[src/rtl/decoder_stage_controller_master_pkg.sv]
// Shared stage encodings, command codes and link-width helpers for the
// stage-controller master and its leaf link.
package decoder_stage_controller_master_pkg;

    localparam int STAGE_WIDTH = 3;

    typedef enum logic [STAGE_WIDTH-1:0] {
        STAGE_IDLE                = 3'd0,
        STAGE_SPREAD_CLUSTER      = 3'd1,
        STAGE_GROW_BOUNDARY       = 3'd2,
        STAGE_SYNC_IS_ODD_CLUSTER = 3'd3,
        STAGE_MEASUREMENT_LOADING = 3'd4,
        STAGE_RESULT_CALCULATING  = 3'd5
    } stage_t;

    localparam logic [2:0] CMD_ADV  = 3'd1;
    localparam logic [2:0] CMD_FIN  = 3'd2;
    localparam logic [2:0] CMD_ABT  = 3'd3;
    localparam logic [2:0] CMD_TERM = 3'd4;

    function automatic int max2(input int a, input int b);
        return (a > b) ? a : b;
    endfunction

    function automatic int address_width(input int dx, input int dz);
        return $clog2(max2(dx, dz) + 1);
    endfunction

    function automatic int master_fifo_width(input int dx, input int dz);
        return 2 * address_width(dx, dz) + 2;
    endfunction

    function automatic int deadlock_default(input int dx, input int dz);
        return dx * dz * max2(dx, dz) * 10;
    endfunction

endpackage

[src/rtl/decoder_stage_controller_master_sc_command_sender.sv]
// One-entry valid/ready holding register for the outgoing command link.
// A loaded word stays put until the receiver accepts it.
module sc_command_sender #(
    parameter int WIDTH = 8
) (
    input  logic             clk,
    input  logic             reset,
    input  logic             push,
    input  logic [WIDTH-1:0] push_data,
    output logic [WIDTH-1:0] out_data,
    output logic             out_valid,
    input  logic             out_ready
);

    always_ff @(posedge clk) begin
        if (reset) begin
            out_valid <= 1'b0;
            out_data  <= '0;
        end else if (out_valid) begin
            if (out_ready) out_valid <= 1'b0;
        end else if (push) begin
            out_valid <= 1'b1;
            out_data  <= push_data;
        end
    end

endmodule

[src/rtl/decoder_stage_controller_master.sv]
// Initiator of the stage-controller protocol: sequences one decoding round on a
// leaf through ADV/FIN/ABT commands and collects the optional result stream.
module decoder_stage_controller_master
    import decoder_stage_controller_master_pkg::*;
#(
    parameter int CODE_DISTANCE_X           = 5,
    parameter int CODE_DISTANCE_Z           = 5,
    parameter int ITERATION_COUNTER_WIDTH   = 8,
    parameter int BOUNDARY_GROW_DELAY       = 3,
    parameter int SPREAD_CLUSTER_DELAY      = 2,
    parameter int SYNC_IS_ODD_CLUSTER_DELAY = 2,
    parameter int LINK_LATENCY              = 4,
    parameter int EXPECT_RESULT_STREAM      = 0,
    parameter int DEADLOCK_THRESHOLD        = deadlock_default(CODE_DISTANCE_X, CODE_DISTANCE_Z),
    localparam int MFW = master_fifo_width(CODE_DISTANCE_X, CODE_DISTANCE_Z)
) (
    input  logic                               clk,
    input  logic                               reset,
    input  logic                               new_round_start,
    input  logic                               abort,
    input  logic                               has_message_flying_otherside,
    input  logic                               has_odd_clusters_otherside,
    output logic [MFW-1:0]                     sc_fifo_out_data,
    output logic                               sc_fifo_out_valid,
    input  logic                               sc_fifo_out_ready,
    input  logic [MFW-1:0]                     sc_fifo_in_data,
    input  logic                               sc_fifo_in_valid,
    output logic                               sc_fifo_in_ready,
    output logic [STAGE_WIDTH-1:0]             stage,
    output logic                               busy,
    output logic                               result_valid,
    output logic [ITERATION_COUNTER_WIDTH-1:0] iteration_counter,
    output logic [31:0]                        cycle_counter,
    output logic                               deadlock,
    output logic [MFW-1:0]                     result_word,
    output logic                               result_word_valid,
    output logic                               protocol_error
);

    localparam logic [31:0]    SPREAD_MIN = 32'(SPREAD_CLUSTER_DELAY + LINK_LATENCY);
    localparam logic [31:0]    SYNC_MIN   = 32'(SYNC_IS_ODD_CLUSTER_DELAY + LINK_LATENCY);
    localparam logic [31:0]    GROW_MIN   = 32'(BOUNDARY_GROW_DELAY + LINK_LATENCY);
    localparam logic [31:0]    THRESHOLD  = 32'(DEADLOCK_THRESHOLD);
    localparam logic [MFW-1:0] TERM_WORD  = MFW'(CMD_TERM);

    stage_t      stage_q, stage_n, target_q, push_target;
    logic        push;
    logic [2:0]  push_code;
    logic        commit, timeout, abort_req, is_term, round_done, forward_word;
    logic        abort_q;
    logic [31:0] cycles_in_stage;

    sc_command_sender #(.WIDTH(MFW)) u_sender (
        .clk       (clk),
        .reset     (reset),
        .push      (push),
        .push_data (MFW'(push_code)),
        .out_data  (sc_fifo_out_data),
        .out_valid (sc_fifo_out_valid),
        .out_ready (sc_fifo_out_ready)
    );

    assign commit       = sc_fifo_out_valid && sc_fifo_out_ready;
    assign timeout      = (stage_q != STAGE_IDLE) && (cycles_in_stage > THRESHOLD);
    // A latched abort survives the GROW->SPREAD hop so the round still ends with FIN.
    assign abort_req    = (stage_q != STAGE_IDLE) && (abort || abort_q || timeout);
    assign is_term      = sc_fifo_in_valid && (sc_fifo_in_data == TERM_WORD);
    assign forward_word = (EXPECT_RESULT_STREAM != 0) && (stage_q == STAGE_RESULT_CALCULATING)
                          && sc_fifo_in_valid && !is_term;

    assign stage            = stage_q;
    assign busy             = (stage_q != STAGE_IDLE);
    assign sc_fifo_in_ready = !reset;

    always_comb begin
        push        = 1'b0;
        push_code   = CMD_ADV;
        push_target = stage_q;
        stage_n     = stage_q;
        round_done  = 1'b0;
        case (stage_q)
            STAGE_IDLE: begin
                if (new_round_start && !sc_fifo_out_valid) begin
                    push        = 1'b1;
                    push_target = STAGE_SPREAD_CLUSTER;
                end
            end
            STAGE_SPREAD_CLUSTER: begin
                if (!sc_fifo_out_valid) begin
                    if (abort_req) begin
                        push        = 1'b1;
                        push_code   = CMD_FIN;
                        push_target = STAGE_IDLE;
                    end else if (cycles_in_stage >= SPREAD_MIN && !has_message_flying_otherside) begin
                        push        = 1'b1;
                        push_target = STAGE_SYNC_IS_ODD_CLUSTER;
                    end
                end
            end
            STAGE_SYNC_IS_ODD_CLUSTER: begin
                if (!sc_fifo_out_valid) begin
                    if (abort_req) begin
                        push        = 1'b1;
                        push_code   = CMD_ABT;
                        push_target = STAGE_IDLE;
                    end else if (cycles_in_stage >= SYNC_MIN && !has_message_flying_otherside) begin
                        push = 1'b1;
                        if (has_odd_clusters_otherside) begin
                            push_target = STAGE_GROW_BOUNDARY;
                        end else begin
                            push_code   = CMD_FIN;
                            push_target = STAGE_RESULT_CALCULATING;
                        end
                    end
                end
            end
            STAGE_GROW_BOUNDARY: begin
                if (!sc_fifo_out_valid && cycles_in_stage >= GROW_MIN) begin
                    push        = 1'b1;
                    push_target = STAGE_SPREAD_CLUSTER;
                end
            end
            STAGE_RESULT_CALCULATING: begin
                if (EXPECT_RESULT_STREAM == 0) begin
                    stage_n    = STAGE_IDLE;
                    round_done = !abort_req;
                end else if (is_term) begin
                    stage_n    = STAGE_IDLE;
                    round_done = 1'b1;
                end else if (abort_req) begin
                    stage_n = STAGE_IDLE;
                end
            end
            default: stage_n = STAGE_IDLE;
        endcase
        if (commit) stage_n = target_q;
    end

    always_ff @(posedge clk) begin
        if (reset) begin
            stage_q           <= STAGE_IDLE;
            target_q          <= STAGE_IDLE;
            cycles_in_stage   <= '0;
            cycle_counter     <= '0;
            iteration_counter <= '0;
            abort_q           <= 1'b0;
            deadlock          <= 1'b0;
            result_valid      <= 1'b0;
            result_word       <= '0;
            result_word_valid <= 1'b0;
            protocol_error    <= 1'b0;
        end else begin
            stage_q <= stage_n;
            if (push) target_q <= push_target;

            if (stage_n != stage_q || stage_q == STAGE_IDLE) cycles_in_stage <= '0;
            else if (cycles_in_stage != '1) cycles_in_stage <= cycles_in_stage + 32'd1;

            if (commit && stage_q == STAGE_IDLE) begin
                cycle_counter     <= 32'd1;
                iteration_counter <= '0;
            end else begin
                if (stage_q != STAGE_IDLE && cycle_counter != '1)
                    cycle_counter <= cycle_counter + 32'd1;
                if (commit && target_q == STAGE_GROW_BOUNDARY)
                    iteration_counter <= iteration_counter + ITERATION_COUNTER_WIDTH'(1);
            end

            if (stage_n == STAGE_IDLE) abort_q <= 1'b0;
            else if (abort_req)        abort_q <= 1'b1;

            if (stage_q == STAGE_IDLE && new_round_start && !sc_fifo_out_valid) deadlock <= 1'b0;
            else if (timeout)                                                   deadlock <= 1'b1;

            result_valid      <= round_done;
            result_word_valid <= forward_word;
            if (forward_word) result_word <= sc_fifo_in_data;
            if (sc_fifo_in_valid && stage_q != STAGE_RESULT_CALCULATING) protocol_error <= 1'b1;
        end
    end

endmodule

[config.mk]
export PLATFORM = sky130hd
export DESIGN_NAME = decoder_stage_controller_master
export DESIGN_NICKNAME = d
export VERILOG_FILES = /design/src/rtl/decoder_stage_controller_master_pkg.sv /design/src/rtl/decoder_stage_controller_master_sc_command_sender.sv /design/src/rtl/decoder_stage_controller_master.sv
export SDC_FILE = /design/constraint.sdc
export NUM_CORES = 1
export LEC_CHECK = 0
export CAP_MARGIN = 0
export CORE_MARGIN = 5
export CORE_UTILIZATION = 58
export CTS_BUF_LIST = sky130_fd_sc_hd__clkbuf_8 sky130_fd_sc_hd__clkbuf_16
export CTS_CLUSTER_DIAMETER = 100
export DETAILED_ROUTE_END_ITERATION = 6
export PLACE_DENSITY = 0.94
export REMOVE_ABC_BUFFERS = 1
export SYNTH_ARGS = -nofsm -noshare
export SYNTH_HDL_FRONTEND = slang
export SYNTH_HIERARCHICAL = 1
export SYNTH_SLANG_ARGS = --single-unit
[constraint.sdc]
create_clock -name clk -period 4.95 [get_ports clk]
set_input_delay 0.7425 -clock clk [delete_from_list [all_inputs] [get_ports clk]]
set_output_delay 0.7425 -clock clk [all_outputs]
set_load 0.02 [all_outputs]
==> impl_metrics.csv <==
group,metric,value,unit
clock_tree,clk_pin_slew,0.09,ns
synthesis,yosys.cell_types.count,62,
timing,period_share,63.76,%
floorplan,core-area,8217,µm²
grt,grt_pass1_wl,21120,µm
place,io_buffers,64,
synthesis,synth_edf_count,0,
critical_path,crit_path_max_incr_delay,0.63,ns
critical_path,path_buf_inv,4,
drt,avgViaCountPerCell,6.479,
layout,area_delta_synth_final,19.28,%
outcome,status,"finished, final reports clean",
floorplan,placementRows,33,
critical_path,start_kind,"primary input",
clock_tree,hold_buffers,0,
drt,wl_per_cell,17.26,µm
timing,worst_pin_slew,1.062,ns
critical_path,critPathRequiredTime,4.21,ns
grt,overflow,0,
synthesis,netlist_instances,582,
grt,grt_max_degree,36,
timing,rsz0062_at_grt,"false",
clock_tree,cts_buffers,9,
critical_path,cpLargestDelayFamily,"buffers and inverters",
min_path,hold_class,"flip-flop to flip-flop",
synthesis,synth_top_area_share,37.38,%
power,finalPower,1.478,mW
clock_tree,cts.path.max_buffers,2,
timing,hold_viol_final,0,
synthesis,post-synth-top-area-cell,"dfxtp_1",
drt,num_vias,4840,
layout,fill_cells,586,
synthesis,ys_warn_count,6,
synthesis,synthFlopType,"dfxtp_1",
critical_path,cpMaxStageDelayCell,"clkdlybuf4s50_1",
synthesis,synthTopCellsByArea,"dfxtp_1 (37%), nor2_1 (4.4%), xnor2_1 (4.0%)",
min_path,hold_start,"u_sender/out_data[7]$_SDFFE_PP0P_",
grt,antenna_found_initial,0,
floorplan,die_h,101.7,µm
clock_tree,cts_tree,"yes",
critical_path,cp_max_fo,28,
drt,first_pass_iters,5,
timing,setup_tns,0,ns
clock_tree,clkLatencyLatePin,0.37,ns
synthesis,synth_seq_area_share,37.38,%
clock_tree,post_cts.repair.setup_buffers,0,
critical_path,endpoint_kind,"output pin",
place,gp_congestion,0.8791,
clock_tree,htree_levels,3,
floorplan,die_w,101.7,µm
critical_path,r2r-start,"cycle_counter[0]$_SDFFE_PP0P_",
drt,drt_wl_total,12890,µm
critical_path,path_cells,"clkdlybuf4s50_1 > buf_4 > clkinv_1 > clkdlybuf4s50_1",
critical_path,worst_path_most_repeated_cell,"clkdlybuf4s50_1",
floorplan,io_pins,82,
drt,drt_iter0_markers,391,
floorplan,start_util,59.31,%
timing,fin_skew,0.01436,ns
synthesis,synth-seq-cells,91,
timing,period_minus_slack,3.156,ns
timing,fmax,316.8,MHz
power,ir_worst_vdd,0.0001243,V
place,dpl.hpwl,8524,µm
timing,slew_viol_final,0,
clock_tree,clock-sinks,91,
layout,drive_gt1_share,7.321,%
critical_path,setup.worst_path.start,"reset",
synthesis,syn_avg_cell_area,8.374,µm²
critical_path,crit_type,"primary input to output pin",
power,power_leakage,1.937,nW
critical_path,cp.arrival,2.41,ns
power,power.density,254.3,nW/µm²
grt,grt_usage,25.06,%
job,cap_violations,0,
layout,num_antenna_cells,0,
floorplan,die_area,10340,µm²
drt,ant_nets,0,
synthesis,synthArstFlopShare,0,%
clock_tree,cts_resized,0,
synthesis,syn_area,4873,µm²
grt,grt_pass1_vias,4479,
clock_tree,cts_root_buffer,"clkbuf_8",
timing,relSlewSlack,29.17,%
drt,drc,0,
layout,fin_nets,657,
timing,setup_violations,0,
==> final cells by class <==
cell class | count | area (µm²) | area share, %
timing repair buffer | 69 | 678.2 | 11.67
clock inverter | 6 | 112.6 | 1.937
tap | 105 | 131.4 | 2.260
inverter | 15 | 56.30 | 0.9686
sequential | 91 | 1822 | 31.34
multi-input combinational | 451 | 2875 | 49.46
clock buffer | 10 | 137.6 | 2.368
==> metrics by stage <==
| step | hold slack [ns] | cell area (µm²) | utilization, % | instances | setup WS, ns |
|---|---|---|---|---|---|
| after detailed placement | 0.4716 | 5563 | 67.70 | 731 | 1.735 |
| after floorplan | 0.4404 | 4735 | - | 557 | 1.675 |
| after global routing | 0.5088 | 5813 | 70.75 | 747 | 1.718 |
| after global placement | 0.4525 | 5563 | 67.70 | 731 | 1.843 |
| after CTS | 0.4850 | 5813 | 70.75 | 747 | 1.791 |
| final | 0.4851 | 5813 | 70.75 | 747 | 1.794 |
==> power breakdown <==
group / switching [mW] / internal, mW / leakage (nW) / total [mW]
Combinational: 0.0628 / 0.0391 / 1.08 / 0.102
Clock: 0.275 / 0.350 / 0.126 / 0.625
Sequential: 0.0110 / 0.740 / 0.735 / 0.751
Total: 0.349 / 1.13 / 1.94 / 1.48
==> state kept, by name, indices dropped and copies added (netlist names), 3 cells and up <==
signal / flops
cycle_counter: 32
iteration_counter: 8
stage: 3
target_q: 3
u_sender/out_data: 8
cycles_in_stage: 32
==> tightest hold or removal path, stage by stage, from the launching register on <==
cell and delay, ns:
dfxtp_1 0.32, nand2b_1 0.08, o21ai_2 0.05
==> cells in the final DEF (no fill, tap or decap), types with 14 or more instances in the layout <==
cell type        count
a21oi_1             36
and3_1              15
and4_1              14
clkdlybuf4s50_1     64
conb_1              15
dfxtp_1             91
nand2_1             43
nand2b_1            16
nand3_1             29
nand4_1             21
nor2_1              57
nor4_1              14
xnor2_1             22
==> worst paths after layout <==
kind / end / cells after the start / slack [ns]
hold reg to reg: u_sender/out_data[7]$_SDFFE_PP0P_ / 2 / 0.49
setup / recovery: sc_fifo_in_ready / 4 / 1.79
hold / removal: u_sender/out_data[7]$_SDFFE_PP0P_ / 2 / 0.49
setup reg to reg: cycle_counter[26]$_SDFFE_PP0P_ / 6 / 2.16
==> cells in the mapped netlist (all sizes together), types with 2 or more instances <==
master,number
o311ai,2
clkbuf,24
inv,14
nand2b,16
and4,14
or4,15
o21ai,21
nand4,21
o31ai,13
buf,15
a211oi,7
nand4bb,8
o21a,2
nor2,57
a41o,5
or3,11
a31oi,8
and3,17
xor2,7
a2111oi,4
a21oi,36
nand2,43
nor4b,4
dfxtp,91
mux2i,10
a311oi,8
nor4,16
nor3,6
and2,5
o41ai,3
nand3,30
ha,4
a31o,4
nor2b,5
xnor2,22
==> kinds of logic (layout without fill, tap and decap cells) <==
family / after synthesis / count (layout) / synth area share [%]
XOR/XNOR: 29 / 29 / 5.212
AND/OR/NAND/NOR: 271 / 271 / 31.71
buffers and inverters: 54 / 100 / 5.083
flip-flops: 91 / 91 / 37.38
other: 1 / 15 / 0.07695
AO/OA/AOI/OAI: 122 / 122 / 17.46
multiplexers: 10 / 10 / 2.054
adder cells (fa/ha/maj): 4 / 4 / 1.027
==> per-layer routing <==
layer | vias up | global-route usage, % | wire length, µm
met3 | 30 | 3.926 | 854
met5 | - | 0 | 0
met1 | 2344 | 30.60 | 5162
met2 | 195 | 43.16 | 6552
li1 | 2271 | - | -
met4 | 0 | 11.66 | 322
(Power assumes the default switching activity.)
